**config.mk**
```make
export PLATFORM = sky130hd
export DESIGN_NAME = image_loader
export DESIGN_NICKNAME = d
export VERILOG_FILES = /design/src/rtl/image_loader.sv
export SDC_FILE = /design/constraint.sdc
export NUM_CORES = 1
export LEC_CHECK = 0
export ABC_AREA = 1
export CAP_MARGIN = 5
export CORE_MARGIN = 5
export CORE_UTILIZATION = 45
export CTS_CLUSTER_SIZE = 14
export DETAILED_ROUTE_END_ITERATION = 7
export GPL_ROUTABILITY_DRIVEN = 1
export GPL_TIMING_DRIVEN = 0
export PLACE_DENSITY = 0.79
export SYNTH_ARGS = -nofsm -noshare
export SYNTH_HDL_FRONTEND = slang
export SYNTH_SLANG_ARGS = --single-unit
```
**constraint.sdc**
```tcl
create_clock -name clk_i -period 1.91 [get_ports clk_i]
set_input_delay 0.382 -clock clk_i [delete_from_list [all_inputs] [get_ports clk_i]]
set_output_delay 0.382 -clock clk_i [all_outputs]
set_load 0.05 [all_outputs]
```
**src/rtl/image_loader.sv**
```systemverilog
// image_loader: streaming front end for the MNIST inference core.
// Accepts one frame of 8-bit pixels over a valid/ready byte stream, converts
// each byte to the 16-bit fixed-point pixel format, writes it into the image
// RAM, pulses the network start once the frame is complete and then blocks
// further input until the network reports done.

module image_loader #(
  parameter int NUM_PIXELS = 784,
  parameter int ADDR_W     = 10,
  parameter int PIX_SHIFT  = 7
) (
  input  logic              clk_i,
  input  logic              rst_n_i,
  input  logic [7:0]        s_data_i,
  input  logic              s_valid_i,
  input  logic              s_last_i,
  output logic              s_ready_o,
  output logic              wr_en_o,
  output logic [ADDR_W-1:0] wr_addr_o,
  output logic [15:0]       wr_data_o,
  output logic              start_net_o,
  input  logic              net_done_i,
  output logic              busy_o,
  output logic              frame_err_o,
  output logic [15:0]       frame_count_o
);

  // Address of the final pixel of a frame.
  localparam logic [ADDR_W-1:0] LAST_IDX = ADDR_W'(NUM_PIXELS - 1);
  // A one-pixel frame completes on the very first byte.
  localparam bit SINGLE_PIXEL = (NUM_PIXELS == 1);

  typedef enum logic [2:0] {
    IDLE,
    LOAD,
    DRAIN,
    LAUNCH,
    WAIT_NET
  } state_e;

  state_e             state_q, state_d;
  logic [ADDR_W-1:0]  idx_q, idx_d;
  logic [15:0]        frame_count_q, frame_count_d;
  logic               wr_en_q, wr_en_d;
  logic [ADDR_W-1:0]  wr_addr_q, wr_addr_d;
  logic [15:0]        wr_data_q, wr_data_d;
  logic               start_net_q, start_net_d;
  logic               frame_err_q, frame_err_d;
  logic               busy_q, busy_d;

  logic               accept;
  logic [15:0]        pix_conv;

  // Input is taken in the three streaming states; held low throughout reset.
  assign s_ready_o = rst_n_i &
                     ((state_q == IDLE) || (state_q == LOAD) || (state_q == DRAIN));
  assign accept    = s_valid_i & s_ready_o;

  // Widen the raw byte and shift it into the fixed-point position; the
  // upper bits that fall off the 16-bit word are simply dropped.
  always_comb begin
    logic [15:0] pix_wide;
    pix_wide = {8'h00, s_data_i};
    pix_conv = pix_wide << PIX_SHIFT;
  end

  // Next-state and next-output logic for the frame loader FSM.
  always_comb begin
    state_d       = state_q;
    idx_d         = idx_q;
    frame_count_d = frame_count_q;
    wr_en_d       = 1'b0;
    wr_addr_d     = wr_addr_q;
    wr_data_d     = wr_data_q;
    start_net_d   = 1'b0;
    frame_err_d   = 1'b0;

    unique case (state_q)
      IDLE: begin
        if (accept) begin
          wr_en_d   = 1'b1;
          wr_addr_d = '0;
          wr_data_d = pix_conv;
          if (SINGLE_PIXEL) begin
            if (s_last_i) begin
              state_d = LAUNCH;
            end else begin
              frame_err_d = 1'b1;
              state_d     = DRAIN;
            end
          end else if (s_last_i) begin
            // Frame ended on its first byte: report it and stay put.
            frame_err_d = 1'b1;
          end else begin
            idx_d   = ADDR_W'(1);
            state_d = LOAD;
          end
        end
      end

      LOAD: begin
        if (accept) begin
          wr_en_d   = 1'b1;
          wr_addr_d = idx_q;
          wr_data_d = pix_conv;
          if (idx_q == LAST_IDX) begin
            idx_d = '0;
            if (s_last_i) begin
              state_d = LAUNCH;
            end else begin
              // Frame too long: the last pixel is kept, the rest is dropped.
              frame_err_d = 1'b1;
              state_d     = DRAIN;
            end
          end else if (s_last_i) begin
            // Frame too short: abandon it, RAM keeps whatever was written.
            frame_err_d = 1'b1;
            idx_d       = '0;
            state_d     = IDLE;
          end else begin
            idx_d = idx_q + ADDR_W'(1);
          end
        end
      end

      DRAIN: begin
        if (accept && s_last_i) begin
          idx_d   = '0;
          state_d = IDLE;
        end
      end

      LAUNCH: begin
        // Start is raised one cycle after the final write so the last pixel
        // is already in RAM when the network begins reading.
        start_net_d = 1'b1;
        state_d     = WAIT_NET;
      end

      WAIT_NET: begin
        if (net_done_i) begin
          frame_count_d = frame_count_q + 16'd1;
          idx_d         = '0;
          state_d       = IDLE;
        end
      end

      default: begin
        idx_d   = '0;
        state_d = IDLE;
      end
    endcase

    busy_d = (state_d != IDLE);
  end

  // State, counters and all registered outputs.
  always_ff @(posedge clk_i or negedge rst_n_i) begin
    if (!rst_n_i) begin
      state_q       <= IDLE;
      idx_q         <= '0;
      frame_count_q <= '0;
      wr_en_q       <= 1'b0;
      wr_addr_q     <= '0;
      wr_data_q     <= '0;
      start_net_q   <= 1'b0;
      frame_err_q   <= 1'b0;
      busy_q        <= 1'b0;
    end else begin
      state_q       <= state_d;
      idx_q         <= idx_d;
      frame_count_q <= frame_count_d;
      wr_en_q       <= wr_en_d;
      wr_addr_q     <= wr_addr_d;
      wr_data_q     <= wr_data_d;
      start_net_q   <= start_net_d;
      frame_err_q   <= frame_err_d;
      busy_q        <= busy_d;
    end
  end

  assign wr_en_o       = wr_en_q;
  assign wr_addr_o     = wr_addr_q;
  assign wr_data_o     = wr_data_q;
  assign start_net_o   = start_net_q;
  assign frame_err_o   = frame_err_q;
  assign busy_o        = busy_q;
  assign frame_count_o = frame_count_q;

endmodule

```
==> results.toml, run 1 <==
[floorplan]
die-width_um = 85.3
die_height_um = 85.3
ios = 60
num_rows = 27
die_area_um2 = 7270
core_um2 = 5510
start_util_pct = 46.3

[run]
drv_cap = 0

[critical_path]
path_cells = "clkdlybuf4s50_1"
startpoint_type = "register"
arrival_ns = 1.49
cp_num_cells = 1
worstPathRequired_ns = 1.53
worstPathMaxFanout = 2
cp_top_family = "buffers and inverters"
slowest_delay_ns = 0.81
crit_type = "register to output pin"
rr_worst_depth = 8
reg2reg_from = "idx_q[0]"
cp-end-kind = "output pin"
rrSetupSlack_ns = 0.22
path_buf_inv = 1
slowest_stage = "clkdlybuf4s50_1"
timing.rr.end = "frame_err_o"
startpoint = "wr_addr_o[2]"

[layout]
drive_gt1_share_pct = 10.6
utilization_pct = 60.1
diodes = 0
final_nets = 392
area_growth_pct = 29.9

[power]
p_comb_share_pct = 17.1
powerDensity_nw_per_um2 = 689
power_switching_uw = 658
p_clk_share_pct = 32.7
swShare_pct = 28.8
internal-power_uw = 1620
p_leak_uw = 0.00177
ir_drop_mv = 0.404
p_seq_share_pct = 50.3

[timing]
fin_skew_ns = 0.00764
worstMarginPinSlew_ns = 0.673
relSlewSlack_pct = 55.0
slew_violations = 0
setup_violations = 0
period_share_pct = 98.2
max_clock_freq_ghz = 0.533
finalHoldViolations = 0
whs_ns = 0.0211
setup_slack_ns = 0.0348
rsz0062_at_grt = "no"
period_needed_ns = 1.88

[grt]
grt.total_usage_pct = 16.2
grt_pass1_vias = 2090
grt_pass1_wl_um = 9660
grt_antenna_before_repair = 0
grt_start_max_net_pins = 41
grt_overflow = 0

[synth]
syn_avg_cell_area_um2 = 8.22
synth_compound_area_share_pct = 5.45
synth.distinct_cells = 27
synth_area_um2 = 2550
synth_fa_ha_area_share_pct = 0.982
yosysSeqAreaShare_pct = 50.1
synth_top_area_share_pct = 50.1
yosys_warnings = 0
synth_xor_area_share_pct = 4.81
ys_ff_latch = 51
synth.largest_area_cell = "dfrtp_1"
synth_top_family_by_area = "simple AND/OR/NAND/NOR gates"
synthSimpleGateAreaFrac_pct = 30.1
muxShareOfSynthArea_pct = 0
netlist_instances = 310
synthTopCellsByArea = "dfrtp_1, nand2_1, nand3_1"

[drt]
antenna_left = 0
wl_per_cell_um = 12.7
wl_um = 5700
drt_iter0_drc = 154
drc = 0
dr.pass1.iters = 5
vias = 2225
routed_via_density = 4.96

[clock_tree]
cts_max_level = 2
clk_pin_slew_worst_paths_ns = 0.09
cts_buffer_depth = 2
root_buffer = "clkbuf_8"
cts_tree = "done"
cts.sinks = 51
cts_buffers = 5
clock_latency_ns = 0.30
cts_setup_buffers = 0

[place]
pre_cts_ws_ns = -0.447
hpwl_um = 4300
portBuffers = 51
place.gp.congestion = 0.841

[status]
status = "completed"

[hold_path]
worstHoldPathType = "input pin to asynchronous set/reset pin"
-- repair_timing --
item | in CTS | in global routing
hold buffers | 1 | 0
hold endpoints to repair | 14 | 0
resized for setup | 17 | 11
setup endpoints to repair | 14 | 10
-- how the worst max path moves through the flow --
stage	to	slack, ns
2_1_floorplan	frame_count_o[14]	0.25
3_3_place_gp	s_ready_o	-2.03
3_5_place_dp	s_ready_o	-0.45
4_1_cts	frame_count_o[1]	0.005
5_1_grt	wr_addr_o[7]	0.005
6_report	wr_addr_o[2]	0.03
-- sequential cells by signal, summed over array words and instances (netlist names) --
| signal | flops |
|---|---|
| state_q | 3 |
| wr_en_o | 1 |
| frame_err_o | 1 |
| frame_count_o | 16 |
| wr_addr_o | 10 |
| start_net_o | 1 |
| idx_q | 10 |
| busy_o | 1 |
| wr_data_o | 8 |
-- placed cells by master (no fill, tap or decap), types with 2 or more instances in the layout --
cell type / synthesis / final
clkbuf_8: 0 / 5
ha_1: 2 / 2
o21ai_1: 4 / 4
dlymetal6s2s_1: 0 / 8
o21ai_2: 2 / 2
buf_6: 2 / 2
nor2_1: 21 / 20
buf_4: 8 / 9
conb_1: 1 / 8
inv_2: 6 / 6
nand3_1: 27 / 27
nor2_2: 2 / 3
dlygate4sd2_1: 0 / 13
nand2_2: 2 / 2
xnor2_1: 7 / 7
xor2_1: 7 / 7
nand4_1: 7 / 7
nand2_1: 98 / 98
nor2_4: 4 / 4
o21ai_0: 17 / 17
inv_1: 27 / 27
clkdlybuf4s50_1: 0 / 28
nor3_1: 7 / 7
dfrtp_1: 51 / 51
a21oi_1: 2 / 2
-- synth_stat cells --
cell type,instances
nor3b_1,1
clkinv_4,1
inv_1,27
nand2_1,98
o21ai_0,17
nor2_4,4
xor2_1,7
a31oi_1,1
nand4_1,7
nand2_2,2
nand3b_1,1
dfrtp_1,51
ha_1,2
nor3_1,7
nand3_1,27
a21oi_1,2
nor2_2,2
conb_1,1
nand2_4,1
buf_6,2
xnor2_1,7
nand3_2,1
nor2_1,21
buf_4,8
inv_2,6
o21ai_1,4
o21ai_2,2
-- cell type report --
class,instances,area (µm²)
Inverter,34,133
Clock inverter,2,37.5
Fill cell,457,2200
Clock buffer,5,68.8
Tap cell,72,90.1
Multi-Input combinational cell,222,1090
Buffer,10,82.6
Timing Repair Buffer,53,537
Sequential cell,51,1280
-- power groups by stage --
stage	Clock, µW	Combinational (µW)	Sequential [µW]
4_1_cts	757	393	1150
2_1_floorplan	0	134	1280
5_1_grt	801	417	1150
3_5_place_dp	0	392	1170
6_report	745	389	1150
3_3_place_gp	0	380	1170
-- logic make-up (layout without fill, tap and decap cells) --
family,count (synthesis),after routing
and+or+nand+nor,172,172
other,1,8
DFF,51,51
AOI/OAI and AO/OA,26,26
buffers and inverters,44,104
adders and majority gates,2,2
xor gates and xnor gates,14,14
-- per-stage QoR --
| stage | total power, µW | area, µm² | std cells | TNS [ns] |
|---|---|---|---|---|
| final | 2280 | 3310 | 449 | 0 |
| after global routing | 2370 | 3310 | 449 | 0 |
| after CTS | 2300 | 3290 | 449 | 0 |
| after detailed placement | 1560 | 3190 | 441 | -1.34 |
| after global placement | 1550 | 3180 | 440 | -112.25 |
| after floorplan | 1410 | 2570 | 317 | 0 |
-- routing by layer --
layer | up-vias | GRT usage [%] | wire, µm
met5 | - | 0 | 0
met3 | 8 | 3.59 | 396
met4 | 0 | 4.17 | 53
met1 | 1030 | 20.3 | 2480
li1 | 1108 | - | -
met2 | 79 | 28.1 | 2770
No activity file was read; power rests on OpenSTA's default activity.
==> run 2, diff against run 1 <==
Settings changed: GPL_TIMING_DRIVEN 0 to 1.
==> run 2 against run 1 <==
Net effect: total power decreased by 3.9%; non-clock buffer count decreased by 8; sequential share of layout area increased by 1.4 points; sequential power about the same; count of clock-buffer cells in the layout increased by 2; flip-flop and latch count unchanged; clock skew decreased by 0.0011 ns; hold slack improved by 0.21 ns; highest routed layer unchanged.
==> results.toml, run 2 (synthesis results as in run 1) <==
[status]
status = "completed"

[critical_path]
arrival_ns = 1.48
worstPathRequired_ns = 1.53
rr_worst_depth = 9
rrSetupSlack_ns = 0.24
startpoint_type = "register"
slowest_delay_ns = 0.81
path_buf_inv = 1
slowest_stage = "clkdlybuf4s50_1"
cp_top_family = "buffers and inverters"
reg2reg_from = "idx_q[0]"
path_cells = "clkdlybuf4s50_1"
cp-end-kind = "output pin"
timing.rr.end = "state_q[0]"
worstPathMaxFanout = 2
crit_type = "register to output pin"

[power]
p_total_uw = 2190
ir_drop_mv = 0.311
powerDensity_nw_per_um2 = 686
p_leak_uw = 0.00163

[clock_tree]
cts_resized = 0
cts_buffer_depth = 2
cts_tree = "done"
clk_pin_slew_worst_paths_ns = 0.09
cts_hold_buf = 0
cts_max_level = 2
root_buffer = "clkbuf_8"
cts.sinks = 51
cts_setup_buffers = 0
cts_buffers = 5
clock_latency_ns = 0.30

[drt]
vias = 2209
wl_per_cell_um = 13.0
drt_iter0_drc = 133
drc = 0
antenna_left = 0
wl_um = 5760
routed_via_density = 5.00
dr.pass1.iters = 6

[place]
placed_area_um2 = 3080
place.gp.congestion = 0.819
pre_cts_ws_ns = -0.0109
portBuffers = 51
hpwl_um = 4320

[run]
drv_cap = 0

[timing]
max_clock_freq_ghz = 0.536
fin_skew_ns = 0.00650
relSlewSlack_pct = 58.7
period_needed_ns = 1.86
whs_ns = 0.235
setup_slack_ns = 0.0454
slew_violations = 0
worstMarginPinSlew_ns = 0.619
rsz0062_at_grt = "no"
period_share_pct = 97.6
setup_violations = 0
finalHoldViolations = 0

[grt]
grt_antenna_before_repair = 0
grt_pass1_wl_um = 9730
grt_pass1_vias = 2089
grt_overflow = 0
grt.total_usage_pct = 16.5
grt_start_max_net_pins = 52

[floorplan]
num_rows = 27
start_util_pct = 46.3
die-width_um = 85.3
core_um2 = 5510
die_height_um = 85.3
die_area_um2 = 7270
ios = 60

[layout]
drive_gt1_share_pct = 14.6
largest_register_ffs = 16
area_growth_pct = 25.3
finalInstanceArea_um2 = 3190
final_nets = 384
final_cell_mix = "nand2_1, dfrtp_1, nand3_1, inv_1, clkdlybuf4s50_1"
final_common_cell = "nand2_1"
diodes = 0

[hold_path]
worstHoldPathType = "input pin to asynchronous set/reset pin"
-- run 2: worst max-delay path by stage --
stage,startpoint,end,slack (ns),cells after the start
after detailed placement,net_done_i,idx_q[6],-0.01,10
after CTS,frame_count_o[14],frame_count_o[14],0.005,1
final,frame_count_o[15],frame_count_o[15],0.05,1
after floorplan,frame_count_o[0],frame_count_o[14],0.25,8
after global placement,s_valid_i,frame_err_o,0.07,7
after global routing,wr_data_o[9],wr_data_o[9],0.006,1
-- run 2: final cells by class --
type,count,area (µm²)
clock buffer,7,96.3
clock inverter,1,7.51
fill,463,2310
inverter,34,133
multi-input combinational,222,1090
sequential,51,1280
tap,72,90.1
timing repair buffer,55,505
-- run 2: layer usage --
metal | GRT usage [%] | part of all wire [%] | wire length, µm
met1 | 20.8 | 44 | 2540
met4 | 4.75 | 0.92 | 53
met3 | 4.08 | 8.0 | 462
met5 | 0 | 0 | 0
met2 | 28.0 | 47 | 2700
-- run 2: power breakdown --
part	switching, µW	total (µW)	internal (µW)
registers	29.5	1150	1120
clock network	343	673	330
logic	262	372	110
total	634	2190	1560
-- run 2: metrics by stage --
stage | util [%] | std cells | TNS, ns
6_report | 58.0 | 442 | 0
5_1_grt | 58.0 | 442 | 0
4_1_cts | 57.8 | 442 | 0
3_5_place_dp | 55.9 | 434 | -0.0109
3_3_place_gp | 55.9 | 434 | 0
2_1_floorplan | - | 317 | 0
==> run 3, diff against run 2 <==
Settings changed: CORE_UTILIZATION 45 to 34, PLACE_DENSITY 0.79 to 0.64.
==> run 3 against run 2 <==
Net effect: worst setup slack got worse by 0.0038 ns; global-route usage fell by 3.2 points; cell count rose by 6.8%; design area rose by 0.39%.
==> results.toml, run 3 (synthesis results as in run 1) <==
[status]
status = "completed"

[power]
swShare_pct = 30.8
p_leak_uw = 0.00164
power_switching_uw = 662
internal-power_uw = 1490
p_comb_share_pct = 17.5
p_seq_share_pct = 53.4
powerDensity_nw_per_um2 = 670
p_clk_share_pct = 29.1
ir_drop_mv = 0.318

[grt]
grt_start_max_net_pins = 49
grt.total_usage_pct = 13.2
grt_pass1_wl_um = 9590
grt_overflow = 0
grt_antenna_before_repair = 0
grt_pass1_vias = 2008

[critical_path]
startpoint_type = "register"
worstPathRequired_ns = 1.53
cp_top_family = "buffers and inverters"
path_buf_inv = 1
slowest_delay_ns = 0.81
cp_num_cells = 1
reg2reg_from = "state_q[2]"
rrSetupSlack_ns = 0.18
slowest_stage = "clkdlybuf4s50_1"
timing.rr.end = "wr_addr_o[2]"
rr_worst_depth = 5
arrival_ns = 1.49
worstPathMaxFanout = 2
cp-end-kind = "output pin"
crit_type = "register to output pin"
path_cells = "clkdlybuf4s50_1"

[place]
placed_area_um2 = 3100
place.gp.congestion = 0.884
hpwl_um = 4390
portBuffers = 51
dpl.cell_count = 463

[clock_tree]
root_buffer = "clkbuf_8"
cts_buffer_depth = 2
cts_max_level = 2
cts_setup_buffers = 0
cts_buffers = 5
clock_latency_ns = 0.31
clk_pin_slew_worst_paths_ns = 0.09
cts.sinks = 51
cts_tree = "done"

[timing]
tns_ns = 0
worstMarginPinSlew_ns = 0.609
rsz0062_at_grt = "no"
max_clock_freq_ghz = 0.535
setup_violations = 0
fin_skew_ns = 0.00651
finalHoldViolations = 0
period_share_pct = 97.8
slew_violations = 0
whs_ns = 0.470
relSlewSlack_pct = 59.4
period_needed_ns = 1.87

[drt]
routed_via_density = 4.59
drt_iter0_drc = 130
antenna_left = 0
dr.pass1.iters = 4
wl_um = 5840
vias = 2165
drc = 0
wl_per_cell_um = 12.4

[run]
drv_cap = 0

[layout]
final_cell_mix = "nand2_1, dfrtp_1, buf_4"
n_fill_cell = 755
final_nets = 387
drive_gt1_share_pct = 16.9
multi_input_area_um2 = 1080
layout.cells.non_filler = 472
largest_register_ffs = 16
finalInstanceArea_um2 = 3210
register_area_um2 = 1280
diodes = 0
area_growth_pct = 25.8
final_common_cell = "nand2_1"

[floorplan]
core_um2 = 7290
num_rows = 31
die_height_um = 96.6
ios = 60
die-width_um = 96.6
start_util_pct = 35.0
die_area_um2 = 9330

[hold_path]
worstHoldPathType = "register to register"
holdPathEnd = "frame_count_o[15]"
min_from = "frame_count_o[15]"
holdPathStages = 1
-- run 3: cell types whose count changed in the layout (fill, tap and decap cells not counted), sizes merged --
cell / change
buf: +10
clkdlybuf4s50: -7
clkinv: +1
dlygate4sd3: +1
dlymetal6s2s: -2
-- run 3: how the worst max path moves through the flow --
stage	endpoint	from	slack, ns
6_report	wr_data_o[14]	wr_data_o[14]	0.04
4_1_cts	wr_data_o[7]	wr_data_o[7]	0.03
2_1_floorplan	frame_count_o[14]	frame_count_o[0]	0.25
5_1_grt	wr_data_o[11]	wr_data_o[11]	0.0008
3_3_place_gp	idx_q[1]	net_done_i	0.14
3_5_place_dp	idx_q[2]	net_done_i	0.09
-- run 3: layout make-up --
cell class,instances,share of cell area [%]
Clock buffer,6,2.26
Clock inverter,2,0.390
Inverter,34,4.14
Multi-Input combinational cell,222,33.8
Sequential cell,51,39.8
Tap cell,99,3.86
Timing Repair Buffer,58,15.8
-- run 3: power groups by stage --
stage | Clock (µW) | Sequential [µW] | Combinational, µW
6_report | 626 | 1150 | 376
5_1_grt | 684 | 1150 | 406
4_1_cts | 639 | 1150 | 381
3_5_place_dp | 0 | 1170 | 379
3_3_place_gp | 0 | 1170 | 375
2_1_floorplan | 0 | 1280 | 134
-- run 3: what timing repair did --
action / CTS / global route
hold buffers: 1 / 0
resized for setup: 0 / 3
endpoints found under the setup margin: 0 / 3
hold endpoints to repair: 3 / 0
-- run 3: layer usage --
metal	GRT usage (%)	vias up	wire length, µm
li1	-	1092	-
met1	17.9	1000	2820
met2	20.9	64	2570
met3	3.33	9	362
met4	4.09	0	88
met5	0	-	0
-- run 3: per-stage QoR --
stage,total power [µW],setup slack (ns),utilization [%]
finish,2150,0.0416,44.0
global placement,1540,0.138,42.6
floorplan,1410,0.255,-
CTS,2170,0.0299,43.9
detailed placement,1550,0.0940,42.6
global route,2240,0.000849,44.0
